[config.mk]
export PLATFORM = sky130hd
export DESIGN_NAME = btb_ctrl
export DESIGN_NICKNAME = d
export VERILOG_FILES = /design/src/rtl/btb_ctrl_pkg.sv /design/src/rtl/btb_ctrl_wq.sv /design/src/rtl/btb_ctrl.sv
export SDC_FILE = /design/constraint.sdc
export NUM_CORES = 1
export LEC_CHECK = 0
export CAP_MARGIN = 30
export CORE_MARGIN = 3
export CORE_UTILIZATION = 49
export DETAILED_ROUTE_END_ITERATION = 6
export GPL_ROUTABILITY_DRIVEN = 0
export PLACE_DENSITY = 0.86
export SLEW_MARGIN = 20
export SYNTH_ARGS = -nofsm -noshare
export SYNTH_HDL_FRONTEND = slang
export SYNTH_SLANG_ARGS = --single-unit
export TNS_END_PERCENT = 50
[constraint.sdc]
create_clock -name clk -period 7.3 [get_ports clk]
set_input_delay 1.46 -clock clk [delete_from_list [all_inputs] [get_ports clk]]
set_output_delay 1.46 -clock clk [all_outputs]
set_load 0.02 [all_outputs]
[src/rtl/btb_ctrl_pkg.sv]
`default_nettype none
// ============================================================================
// Module   : btb_ctrl_pkg
// Purpose  : Shared definitions for the BTB controller: default widths,
//            BTB entry field layout {valid, tag, target} and FSM states.
// Ports    : none (package)
// Options  : BTB_FWD_EN (consumed by btb_ctrl / btb_wq, not used here)
// Revision : 1.0 - initial release
// ============================================================================
package btb_ctrl_pkg;

   localparam int c_btb_pc_w    = 13;                         // word-PC width
   localparam int c_btb_idx_w   = 11;                         // 2048 entries
   localparam int c_btb_tag_w   = c_btb_pc_w - c_btb_idx_w;   // 2
   localparam int c_btb_entry_w = 1 + c_btb_tag_w + c_btb_pc_w;  // 16

   // Entry layout: [15] valid, [14:13] tag (pc[12:11]), [12:0] target
   localparam int c_valid_bit = c_btb_entry_w - 1;
   localparam int c_tag_msb   = c_btb_entry_w - 2;
   localparam int c_tag_lsb   = c_btb_pc_w;
   localparam int c_tgt_msb   = c_btb_pc_w - 1;
   localparam int c_tgt_lsb   = 0;

   typedef enum logic [0:0] {
      ST_INIT = 1'b0,   // clear sweep in progress
      ST_RUN  = 1'b1    // normal lookup / update service
   } btb_state_t;

endpackage
`default_nettype wire

[src/rtl/btb_ctrl_wq.sv]
`default_nettype none
// ============================================================================
// Module   : btb_wq
// Purpose  : Dual-enqueue, single-dequeue FIFO holding pending BTB updates.
//            Lane 0 is enqueued ahead of lane 1 in the same cycle. A slot
//            freed by a same-cycle dequeue is reusable immediately.
// Ports    : clk, rst          - clock, synchronous active-high reset
//            clr               - discard all entries (wins over enqueue)
//            wen0/addr0/data0  - lane-0 enqueue request
//            wen1/addr1/data1  - lane-1 enqueue request
//            deq               - pop head (caller guarantees non-empty)
//            head_addr/data    - oldest entry
//            count             - number of valid entries
//            acc0/acc1         - lane request accepted this cycle
//            ent_addr/data/valid - entries in age order, index 0 oldest
//                                (present only with BTB_FWD_EN)
// Options  : BTB_FWD_EN adds the ent_* forwarding ports.
// Revision : 1.0 - initial release
// ============================================================================
module btb_wq #(
   parameter int DEPTH = 4,    // power of two, >= 2
   parameter int AW    = 11,
   parameter int DW    = 16
) (
   input  logic                      clk,
   input  logic                      rst,
   input  logic                      clr,
   input  logic                      wen0,
   input  logic [AW-1:0]             addr0,
   input  logic [DW-1:0]             data0,
   input  logic                      wen1,
   input  logic [AW-1:0]             addr1,
   input  logic [DW-1:0]             data1,
   input  logic                      deq,
   output logic [AW-1:0]             head_addr,
   output logic [DW-1:0]             head_data,
   output logic [$clog2(DEPTH):0]    count,
   output logic                      acc0,
   output logic                      acc1
`ifdef BTB_FWD_EN
   ,
   output logic [DEPTH-1:0][AW-1:0]  ent_addr,
   output logic [DEPTH-1:0][DW-1:0]  ent_data,
   output logic [DEPTH-1:0]          ent_valid
`endif
);

   localparam int c_pw = $clog2(DEPTH);
   localparam int c_cw = c_pw + 1;
   localparam logic [c_cw:0] c_depth = (c_cw+1)'(DEPTH);

   logic [AW-1:0]   r_addr [DEPTH];
   logic [DW-1:0]   r_data [DEPTH];
   logic [c_pw-1:0] r_rd;
   logic [c_pw-1:0] r_wr;
   logic [c_cw-1:0] r_cnt;

   logic [c_cw:0]   w_free;
   logic [1:0]      w_nacc;
   logic [c_pw-1:0] w_wi1;

   // Free slots include the one vacated by this cycle's dequeue.
   assign w_free = c_depth - {1'b0, r_cnt} + {{c_cw{1'b0}}, deq};
   assign acc0   = wen0 && (w_free != '0);
   assign acc1   = wen1 && (w_free > {{c_cw{1'b0}}, acc0});
   assign w_nacc = {1'b0, acc0} + {1'b0, acc1};
   // Lane 1 lands behind lane 0 when both are accepted.
   assign w_wi1  = r_wr + c_pw'(acc0);

   assign head_addr = r_addr[r_rd];
   assign head_data = r_data[r_rd];
   assign count     = r_cnt;

   always_ff @(posedge clk) begin
      if (rst || clr) begin
         r_rd  <= '0;
         r_wr  <= '0;
         r_cnt <= '0;
      end else begin
         r_rd  <= r_rd + c_pw'(deq);
         r_wr  <= r_wr + c_pw'(w_nacc);
         r_cnt <= r_cnt + c_cw'(w_nacc) - c_cw'(deq);
      end
   end

   // Storage is not reset; occupancy is tracked by the pointers alone.
   always_ff @(posedge clk) begin
      if (acc0) begin
         r_addr[r_wr] <= addr0;
         r_data[r_wr] <= data0;
      end
      if (acc1) begin
         r_addr[w_wi1] <= addr1;
         r_data[w_wi1] <= data1;
      end
   end

`ifdef BTB_FWD_EN
   for (genvar k = 0; k < DEPTH; k++) begin : g_age
      logic [c_pw-1:0] w_slot;
      assign w_slot       = r_rd + c_pw'(k);
      assign ent_addr[k]  = r_addr[w_slot];
      assign ent_data[k]  = r_data[w_slot];
      assign ent_valid[k] = (c_cw'(k) < r_cnt);
   end
`endif

endmodule
`default_nettype wire

[src/rtl/btb_ctrl.sv]
`default_nettype none
// ============================================================================
// Module   : btb_ctrl
// Purpose  : Controller for the 2048-entry branch target buffer RAM.
//            Fetch lookups own the single RAM port; updates from two execute
//            lanes are queued and written in idle cycles. A clear sweep zeroes
//            the RAM after reset and on btb_clear.
// Ports    : clk, rst                  - clock, sync active-high reset
//            btb_clear                 - restart sweep, discard queue
//            fetch_req, fetch_pc       - lookup request
//            pred_valid/hit/pc         - lookup result, cycle after request
//            upd_wen*/upd_addr*/upd_data* - lane 0/1 table updates
//            ram_addr/wdata/we, ram_rdata - BTB RAM (1-cycle read latency)
//            ready                     - sweep finished
//            overflow                  - an update was dropped this cycle
// Options  : BTB_FWD_EN - lookups see queued and same-cycle updates.
// Revision : 1.0 - initial release
// ============================================================================
module btb_ctrl
   import btb_ctrl_pkg::*;
#(
   parameter int QDEPTH = 4,
   parameter int PC_W   = c_btb_pc_w,
   parameter int IDX_W  = c_btb_idx_w
) (
   input  logic                     clk,
   input  logic                     rst,
   input  logic                     btb_clear,
   input  logic                     fetch_req,
   input  logic [PC_W-1:0]          fetch_pc,
   output logic                     pred_valid,
   output logic                     pred_hit,
   output logic [PC_W-1:0]          pred_pc,
   input  logic                     upd_wen0,
   input  logic [IDX_W-1:0]         upd_addr0,
   input  logic [c_btb_entry_w-1:0] upd_data0,
   input  logic                     upd_wen1,
   input  logic [IDX_W-1:0]         upd_addr1,
   input  logic [c_btb_entry_w-1:0] upd_data1,
   output logic [IDX_W-1:0]         ram_addr,
   output logic [c_btb_entry_w-1:0] ram_wdata,
   output logic                     ram_we,
   input  logic [c_btb_entry_w-1:0] ram_rdata,
   output logic                     ready,
   output logic                     overflow
);

   localparam int c_cw = $clog2(QDEPTH) + 1;

   btb_state_t               r_state;
   btb_state_t               w_state_nxt;
   logic [IDX_W-1:0]         r_cnt;
   logic [IDX_W-1:0]         w_cnt_nxt;

   logic                     w_deq;
   logic [IDX_W-1:0]         w_head_addr;
   logic [c_btb_entry_w-1:0] w_head_data;
   logic [c_cw-1:0]          w_count;
   logic                     w_acc0;
   logic                     w_acc1;

   // Lookup context captured with the RAM read
   logic                     r_lkp_vld;
   logic                     r_lkp_run;
   logic [PC_W-1:0]          r_lkp_pc;
   logic [c_btb_entry_w-1:0] w_rdata;
   logic                     w_hit;

`ifdef BTB_FWD_EN
   logic [QDEPTH-1:0][IDX_W-1:0]         w_ent_addr;
   logic [QDEPTH-1:0][c_btb_entry_w-1:0] w_ent_data;
   logic [QDEPTH-1:0]                    w_ent_valid;
   logic                                 w_fwd_hit;
   logic [c_btb_entry_w-1:0]             w_fwd_data;
   logic                                 r_fwd_hit;
   logic [c_btb_entry_w-1:0]             r_fwd_data;
`endif

   btb_wq #(
      .DEPTH (QDEPTH),
      .AW    (IDX_W),
      .DW    (c_btb_entry_w)
   ) u_wq (
      .clk       (clk),
      .rst       (rst),
      .clr       (btb_clear),
      .wen0      (upd_wen0),
      .addr0     (upd_addr0),
      .data0     (upd_data0),
      .wen1      (upd_wen1),
      .addr1     (upd_addr1),
      .data1     (upd_data1),
      .deq       (w_deq),
      .head_addr (w_head_addr),
      .head_data (w_head_data),
      .count     (w_count),
      .acc0      (w_acc0),
      .acc1      (w_acc1)
`ifdef BTB_FWD_EN
      ,
      .ent_addr  (w_ent_addr),
      .ent_data  (w_ent_data),
      .ent_valid (w_ent_valid)
`endif
   );

   // ---------------- FSM: state register ----------------
   always_ff @(posedge clk) begin
      if (rst) begin
         r_state <= ST_INIT;
         r_cnt   <= '0;
      end else begin
         r_state <= w_state_nxt;
         r_cnt   <= w_cnt_nxt;
      end
   end

   // ---------------- FSM: next state and RAM port ----------------
   always_comb begin
      w_state_nxt = r_state;
      w_cnt_nxt   = r_cnt;
      w_deq       = 1'b0;
      ram_we      = 1'b0;
      ram_addr    = fetch_pc[IDX_W-1:0];
      ram_wdata   = '0;
      case (r_state)
         ST_INIT: begin
            // Sweep never stalls; lookups in this state report a miss.
            ram_we    = 1'b1;
            ram_addr  = r_cnt;
            w_cnt_nxt = r_cnt + IDX_W'(1);
            if (&r_cnt) w_state_nxt = ST_RUN;
         end
         ST_RUN: begin
            // A clearing cycle must not leak a queued write into the RAM.
            if (!fetch_req && (w_count != '0) && !btb_clear) begin
               ram_we    = 1'b1;
               ram_addr  = w_head_addr;
               ram_wdata = w_head_data;
               w_deq     = 1'b1;
            end
         end
         default: w_state_nxt = ST_INIT;
      endcase
      if (btb_clear) begin
         w_state_nxt = ST_INIT;
         w_cnt_nxt   = '0;
      end
      if (rst) begin
         ram_we = 1'b0;
         w_deq  = 1'b0;
      end
   end

   assign ready    = (r_state == ST_RUN);
   // Enqueues discarded by a clear are not counted as drops.
   assign overflow = !rst && !btb_clear &&
                     ((upd_wen0 && !w_acc0) || (upd_wen1 && !w_acc1));

   // ---------------- lookup pipeline ----------------
   always_ff @(posedge clk) begin
      if (rst) begin
         r_lkp_vld <= 1'b0;
         r_lkp_run <= 1'b0;
         r_lkp_pc  <= '0;
      end else begin
         r_lkp_vld <= fetch_req;
         r_lkp_run <= (r_state == ST_RUN);
         r_lkp_pc  <= fetch_pc;
      end
   end

`ifdef BTB_FWD_EN
   // Youngest matching update wins: queue oldest..newest, then lane 0, lane 1.
   always_comb begin
      w_fwd_hit  = 1'b0;
      w_fwd_data = '0;
      for (int k = 0; k < QDEPTH; k++) begin
         if (w_ent_valid[k] && (w_ent_addr[k] == fetch_pc[IDX_W-1:0])) begin
            w_fwd_hit  = 1'b1;
            w_fwd_data = w_ent_data[k];
         end
      end
      if (w_acc0 && !btb_clear && (upd_addr0 == fetch_pc[IDX_W-1:0])) begin
         w_fwd_hit  = 1'b1;
         w_fwd_data = upd_data0;
      end
      if (w_acc1 && !btb_clear && (upd_addr1 == fetch_pc[IDX_W-1:0])) begin
         w_fwd_hit  = 1'b1;
         w_fwd_data = upd_data1;
      end
   end

   always_ff @(posedge clk) begin
      if (rst) begin
         r_fwd_hit  <= 1'b0;
         r_fwd_data <= '0;
      end else begin
         r_fwd_hit  <= fetch_req && w_fwd_hit;
         r_fwd_data <= w_fwd_data;
      end
   end

   assign w_rdata = r_fwd_hit ? r_fwd_data : ram_rdata;
`else
   assign w_rdata = ram_rdata;
`endif

   assign w_hit = w_rdata[c_valid_bit] &&
                  (w_rdata[c_tag_msb:c_tag_lsb] == r_lkp_pc[PC_W-1:IDX_W]);

   always_comb begin
      pred_valid = r_lkp_vld;
      pred_hit   = r_lkp_vld && r_lkp_run && w_hit;
      pred_pc    = '0;
      if (r_lkp_vld) begin
         // Miss falls through to pc+1, wrapping modulo 2^PC_W.
         pred_pc = (r_lkp_run && w_hit) ? w_rdata[c_tgt_msb:c_tgt_lsb]
                                        : r_lkp_pc + PC_W'(1);
      end
   end

endmodule
`default_nettype wire

* Word-level counts from Yosys, hierarchy flattened *
Memories as Yosys holds them, arrays and structs flattened. A register that Yosys moved wholly into a read port is not among the register bits.
Index checks and enable logic that the tools add are counted.

storage, ports and cells
  flip-flop bits (word level) = 34
  memory bits (writable) = 108
  bits of input ports = 89
  output and inout port bits = 45
  memories = 2

memory list
  memory       words  width  rd ports  clocked after Yosys merged registers in  wr ports  RTL line           source
  u_wq.r_data  4      16     1         1                                        2         btb_ctrl_wq.sv:53  logic [DW-1:0] r_data [DEPTH];
  u_wq.r_addr  4      11     1         1                                        2         btb_ctrl_wq.sv:52  logic [AW-1:0] r_addr [DEPTH];

operators by class
  $add $sub $neg = 10
  magnitude comparators = 1
  eq/ne operators = 1
  multiplexer cells = 19
  bitwise gates (word level) = 1
  reduce and logical (&&, ||, !) cells = 23

operators by type and width
  kind                                                                count
  16-bit two-way mux                                                  2
  13-bit two-way mux                                                  2
  11-bit one-hot mux with 2 select lines                              1
  13-bit by 1-bit adder with 13-bit output (second input constant)    1
  1-bit logical AND                                                   12
  11-bit by 1-bit adder with 11-bit output (second input constant)    1
  11-bit two-way mux                                                  1
  11-bit AND reduction                                                1
  1-bit two-way mux                                                   10
  1-bit logical NOT                                                   5
  2-bit by 1-bit adder with 2-bit output                              2
  4-bit by 1-bit adder with 4-bit output                              1
  4-bit by 1-bit greater-than comparator with 1-bit output            1
  2-bit two-way mux                                                   2
  4-bit nonzero test                                                  1
  3-bit by 3-bit subtractor with 4-bit output (first input constant)  1
  3-bit by 2-bit adder with 3-bit output                              1
  3-bit nonzero test                                                  1
  3-bit by 1-bit subtractor with 3-bit output                         1
  1-bit by 1-bit adder with 2-bit output                              1
  2-bit adder                                                         1
  2-bit == test                                                       1
  1-bit logical OR                                                    2
  1-bit one-hot mux with 2 select lines                               1
  2 further kinds                                                     2

* Longest topological paths before layout *
  word-level depth = 15
  mapped depth = 22

* Hierarchy *
Synthesis repeated with hierarchy kept, for this count alone.

unflattened totals
  cell total of the unflattened synthesis = 568
  area total of the unflattened synthesis = 7,748.7 um^2

by module, submodules not included
  module    instances  cells an instance  area each (um^2)
  btb_wq    1          322                5,896.9
  btb_ctrl  1          246                1,851.8

* Least setup slack after synthesis *
OpenSTA, ideal clock, no wires.

  path kind = in2reg
  from = input rst
  to = memory u_wq.r_addr[2][0] (enable)
  arrival = 5.186 ns
  slack = 1.661 ns
  stages on the path = 10
  path buffers = 2
  cell sequence = clkbuf_1 -> clkbuf_1 -> or2_2 -> ha_1 -> inv_1 -> ha_1 -> and4bb_2 -> o211ai_1 -> nand2_1 -> o31ai_1

RTL lines
  what                RTL line           source
  start: declaration  btb_ctrl.sv:27     input logic rst,
  end: declaration    btb_ctrl_wq.sv:52

* Worst setup path in the final report *
  from = input fetch_req
  to = output overflow

on the way
  longest elaborated chain between the ends = 15
  elaborated cells between the ends (all ways) = 17
  classes of those cells = 1 x add/sub; 1 x order compare; 3 x mux; 12 x reduce/logical

RTL lines
  what                                                      RTL line           source
  start: declaration                                        btb_ctrl.sv:29     input logic fetch_req,
  1-bit logical NOT *                                       btb_ctrl.sv:136    if (!fetch_req && (w_count != '0) && !btb_clear) begin
  1-bit logical AND * (2 in series)                         btb_ctrl.sv:136
  1-bit two-way mux *                                       btb_ctrl.sv:136
  1-bit two-way mux *                                       btb_ctrl.sv:126    case (r_state)
  1-bit two-way mux *                                       btb_ctrl.sv:149    if (rst) begin
  4-bit by 1-bit adder with 4-bit output *                  btb_ctrl_wq.sv:63  assign w_free = c_depth - {1'b0, r_cnt} + {{c_cw{1'b0}}, deq};
  4-bit nonzero test                                        btb_ctrl_wq.sv:64  assign acc0 = wen0 && (w_free != '0);
  1-bit logical AND                                         btb_ctrl_wq.sv:64
  4-bit by 1-bit greater-than comparator with 1-bit output  btb_ctrl_wq.sv:65  assign acc1 = wen1 && (w_free > {{c_cw{1'b0}}, acc0});
  1-bit logical AND                                         btb_ctrl_wq.sv:65
  1-bit logical NOT                                         btb_ctrl.sv:158    ((upd_wen0 && !w_acc0) || (upd_wen1 && !w_acc1));
  1-bit logical AND                                         btb_ctrl.sv:158
  1-bit logical OR *                                        btb_ctrl.sv:158
  1-bit logical AND *                                       btb_ctrl.sv:157    assign overflow = !rst && !btb_clear &&
  end: declaration                                          btb_ctrl.sv:45     output logic overflow

Mark *: on every way between the ends. The rest lies on a longest branch, timed or not.

==> impl_metrics.ini <==
[cts]
cts_buffers = 17
clk_pin_slew_worst_paths_ns = 0.06
cts_tree = yes
hold_buffers = 0
clkLatencyLatePin_ns = 0.42
cts-htree-levels = 4
cts_setup_buffers = 0
cts_resized = 0
cts_sinks = 142
cts_buffer_depth = 2
cts-root-buf = clkbuf_16

[placed_design]
hpwl_um = 11400
dp_slack_ns = 0.825
placed_area_um2 = 9080
dp.cells = 843
port-buffer-count = 133

[synthesis]
syn_inst = 547
synth_top_cell_by_area = edfxtp_1
seq_area_frac_synth_pct = 51.7
synth_area_per_cell_um2 = 13.9
yosysTopAreaCellShare_pct = 42.7
synthFlopType = edfxtp_1
syn_nets = 649
async_reset_ff_share_pct = 0
synth_area_um2 = 7590
synth_area_leaders = edfxtp_1, mux2_2, dfxtp_1
ys_ff_latch = 142
synth_warnings = 0
ys_types = 44
synth-edff-count = 108

[sta]
fmax_mhz = 154
timing.final.max_slew_violations = 0
worstMarginPinSlew_ns = 0.913
hold_viol = 0
max_slew_margin_pct = 39.2
fin_ws_ns = 0.826
period_needed_ns = 6.47
finalClockSkew_ns = 0.00591
grt_setup_unrepaired = false
fin_crit_sh_pct = 88.7
fin_tns_setup_ns = 0
setup_viol_count_final = 0

[outcome]
status = completed

[floorplan]
core_area_um2 = 14900
start_util_pct = 51.1
io_pins = 134
rows = 44
fp.dieArea_um2 = 17000
dieHeight_um = 130
die_x_um = 130

[finish]
fin_nets = 780
finalNonFillerCells = 873
fin_area_um2 = 9610
area_delta_synth_final_pct = 26.5
drive_above_1_share_pct = 26.9
antenna_cells = 0

[worst_setup_path]
worstSetupPathType = in2out
rr_worst_depth = 15
cp.required_ns = 5.84
crit_path_end_kind = output pin
worstPathArrival_ns = 5.01
startpoint_type = primary input
crit_path_max_fanout = 3

[route]
drtPass1Iterations = 4
drc = 0
drt-initial-drc-count = 393
wl_per_cell_um = 19.9
vias = 4937
wl_um = 17300
ant_nets = 0
avgViaCountPerCell = 5.66

[hold_path]
hold_class = reg2reg
hold_depth = 2

[global_routing]
grt_max_degree = 49
grt_pass1_wl_um = 27000
grt-ovfl-total = 0
grt_pass1_vias = 5212
grt_antenna_before_repair = 0
grt_use_total_pct = 20.9

[power]
p_leak_nw = 3.42
p_per_area_nw_per_um2 = 353
peakVddDrop_mv = 0.226

[job]
cap_violations = 0
[flip-flops by register name, summed over array words and instances (netlist names)]
| name | cells |
|---|---|
| u_wq.r_rd | 2 |
| r_lkp_pc | 13 |
| ready | 1 |
| r_cnt | 11 |
| r_lkp_run | 1 |
| u_wq.count | 3 |
| u_wq.r_addr | 44 |
| u_wq.r_wr | 2 |
| u_wq.r_data | 64 |
| pred_valid | 1 |
[metrics by stage]
step / hold WS (ns) / util [%] / total power, mW
after global routing: 0.581 / 64.6 / 3.56
after global placement: 0.509 / 60.9 / 2.56
final: 0.543 / 64.6 / 3.39
after CTS: 0.540 / 64.6 / 3.41
after floorplan: 0.484 / - / 2.30
after detailed placement: 0.510 / 61.1 / 2.62
[synth_stat cells (all sizes together) (2+ instances only)]
library cell,count
xnor2,10
nand3,7
xor2,17
nor3,4
and2,7
a41o,2
mux4,27
nor2b,16
or2,2
dfxtp,34
ha,12
nor2,33
and3b,2
nand4,7
and3,19
edfxtp,108
o21ai,13
mux2,108
o31ai,2
or3,3
mux2i,2
and4,3
inv,11
a211oi,5
clkbuf,16
buf,16
a31oi,11
nand2,31
a21oi,11
[where the power goes]
part | internal (mW) | switching (mW) | total [mW]
clock | 0.458 | 0.322 | 0.781
combinational | 0.597 | 0.656 | 1.25
sequential | 1.28 | 0.0764 | 1.36
[critical path, stage by stage]
cell	delay [ns]
clkdlybuf4s50_1	0.48
nor3_4	0.23
nand2_1	0.08
or2_2	0.32
ha_1	0.20
inv_1	0.06
ha_1	0.16
and4bb_2	0.28
o211ai_1	0.14
nand2_1	0.23
inv_1	0.12
ha_1	0.31
o21ai_0	0.08
a211oi_1	0.22
clkdlybuf4s50_1	0.64
[cell type report]
type	count	area [um2]
clock buffers	17	425
clock inverters	13	103
fillers	1092	5260
inverters	11	41.3
multi-input cells	362	3450
flip-flops and latches	142	3930
well taps	184	230
repair buffers	144	1430
[worst paths after layout]
check / from / to / slack (ns)
worst max-delay path: fetch_req / overflow / 0.83
worst min-delay path: r_cnt[8]$_SDFFE_PN0N_ / r_cnt[8]$_SDFFE_PN0N_ / 0.54
worst max register to register: ready$_SDFF_PN0_ / u_wq.r_addr[3][3]$_DFFE_PP_ / 2.41
worst min register to register: r_cnt[8]$_SDFFE_PN0N_ / r_cnt[8]$_SDFFE_PN0N_ / 0.54
[kinds of logic (layout without fill, tap and decap cells)]
| logic type | count (synthesis) | after routing | synth area share [%] |
|---|---|---|---|
| AOI/OAI and AO/OA | 48 | 48 | 4.10 |
| muxes | 137 | 137 | 26.2 |
| buffers and inverters | 43 | 185 | 3.33 |
| and+or+nand+nor | 137 | 137 | 9.39 |
| xor gates and xnor gates | 27 | 27 | 3.11 |
| DFF | 142 | 142 | 51.7 |
| adders and majority gates | 13 | 13 | 2.24 |
[metal layers]
metal	vias up	global-route usage [%]	share of wire, %	wire, um
met5	-	0	0	0
met4	0	7.02	1.1	190
met3	15	5.12	7.4	1290
met2	193	36.8	51	8840
met1	2395	25.3	41	7030
li1	2334	-	-	-
[placed cells by master, fill, tap and decap left out, drive strengths merged, types with 3 or more instances in the layout]
cell type	n
a21oi	11
and4	3
and2	7
ha	12
clkbuf	17
nand4	7
nor2	33
nand3	7
xnor2	10
edfxtp	108
inv	11
clkdlybuf4s50	133
mux4	27
buf	11
a31oi	11
and3	19
a211oi	5
nor3	4
dfxtp	34
mux2	108
o21ai	13
xor2	17
nand2	31
nor2b	16
clkinv	10
or3	3
(Power assumes the default switching activity.)
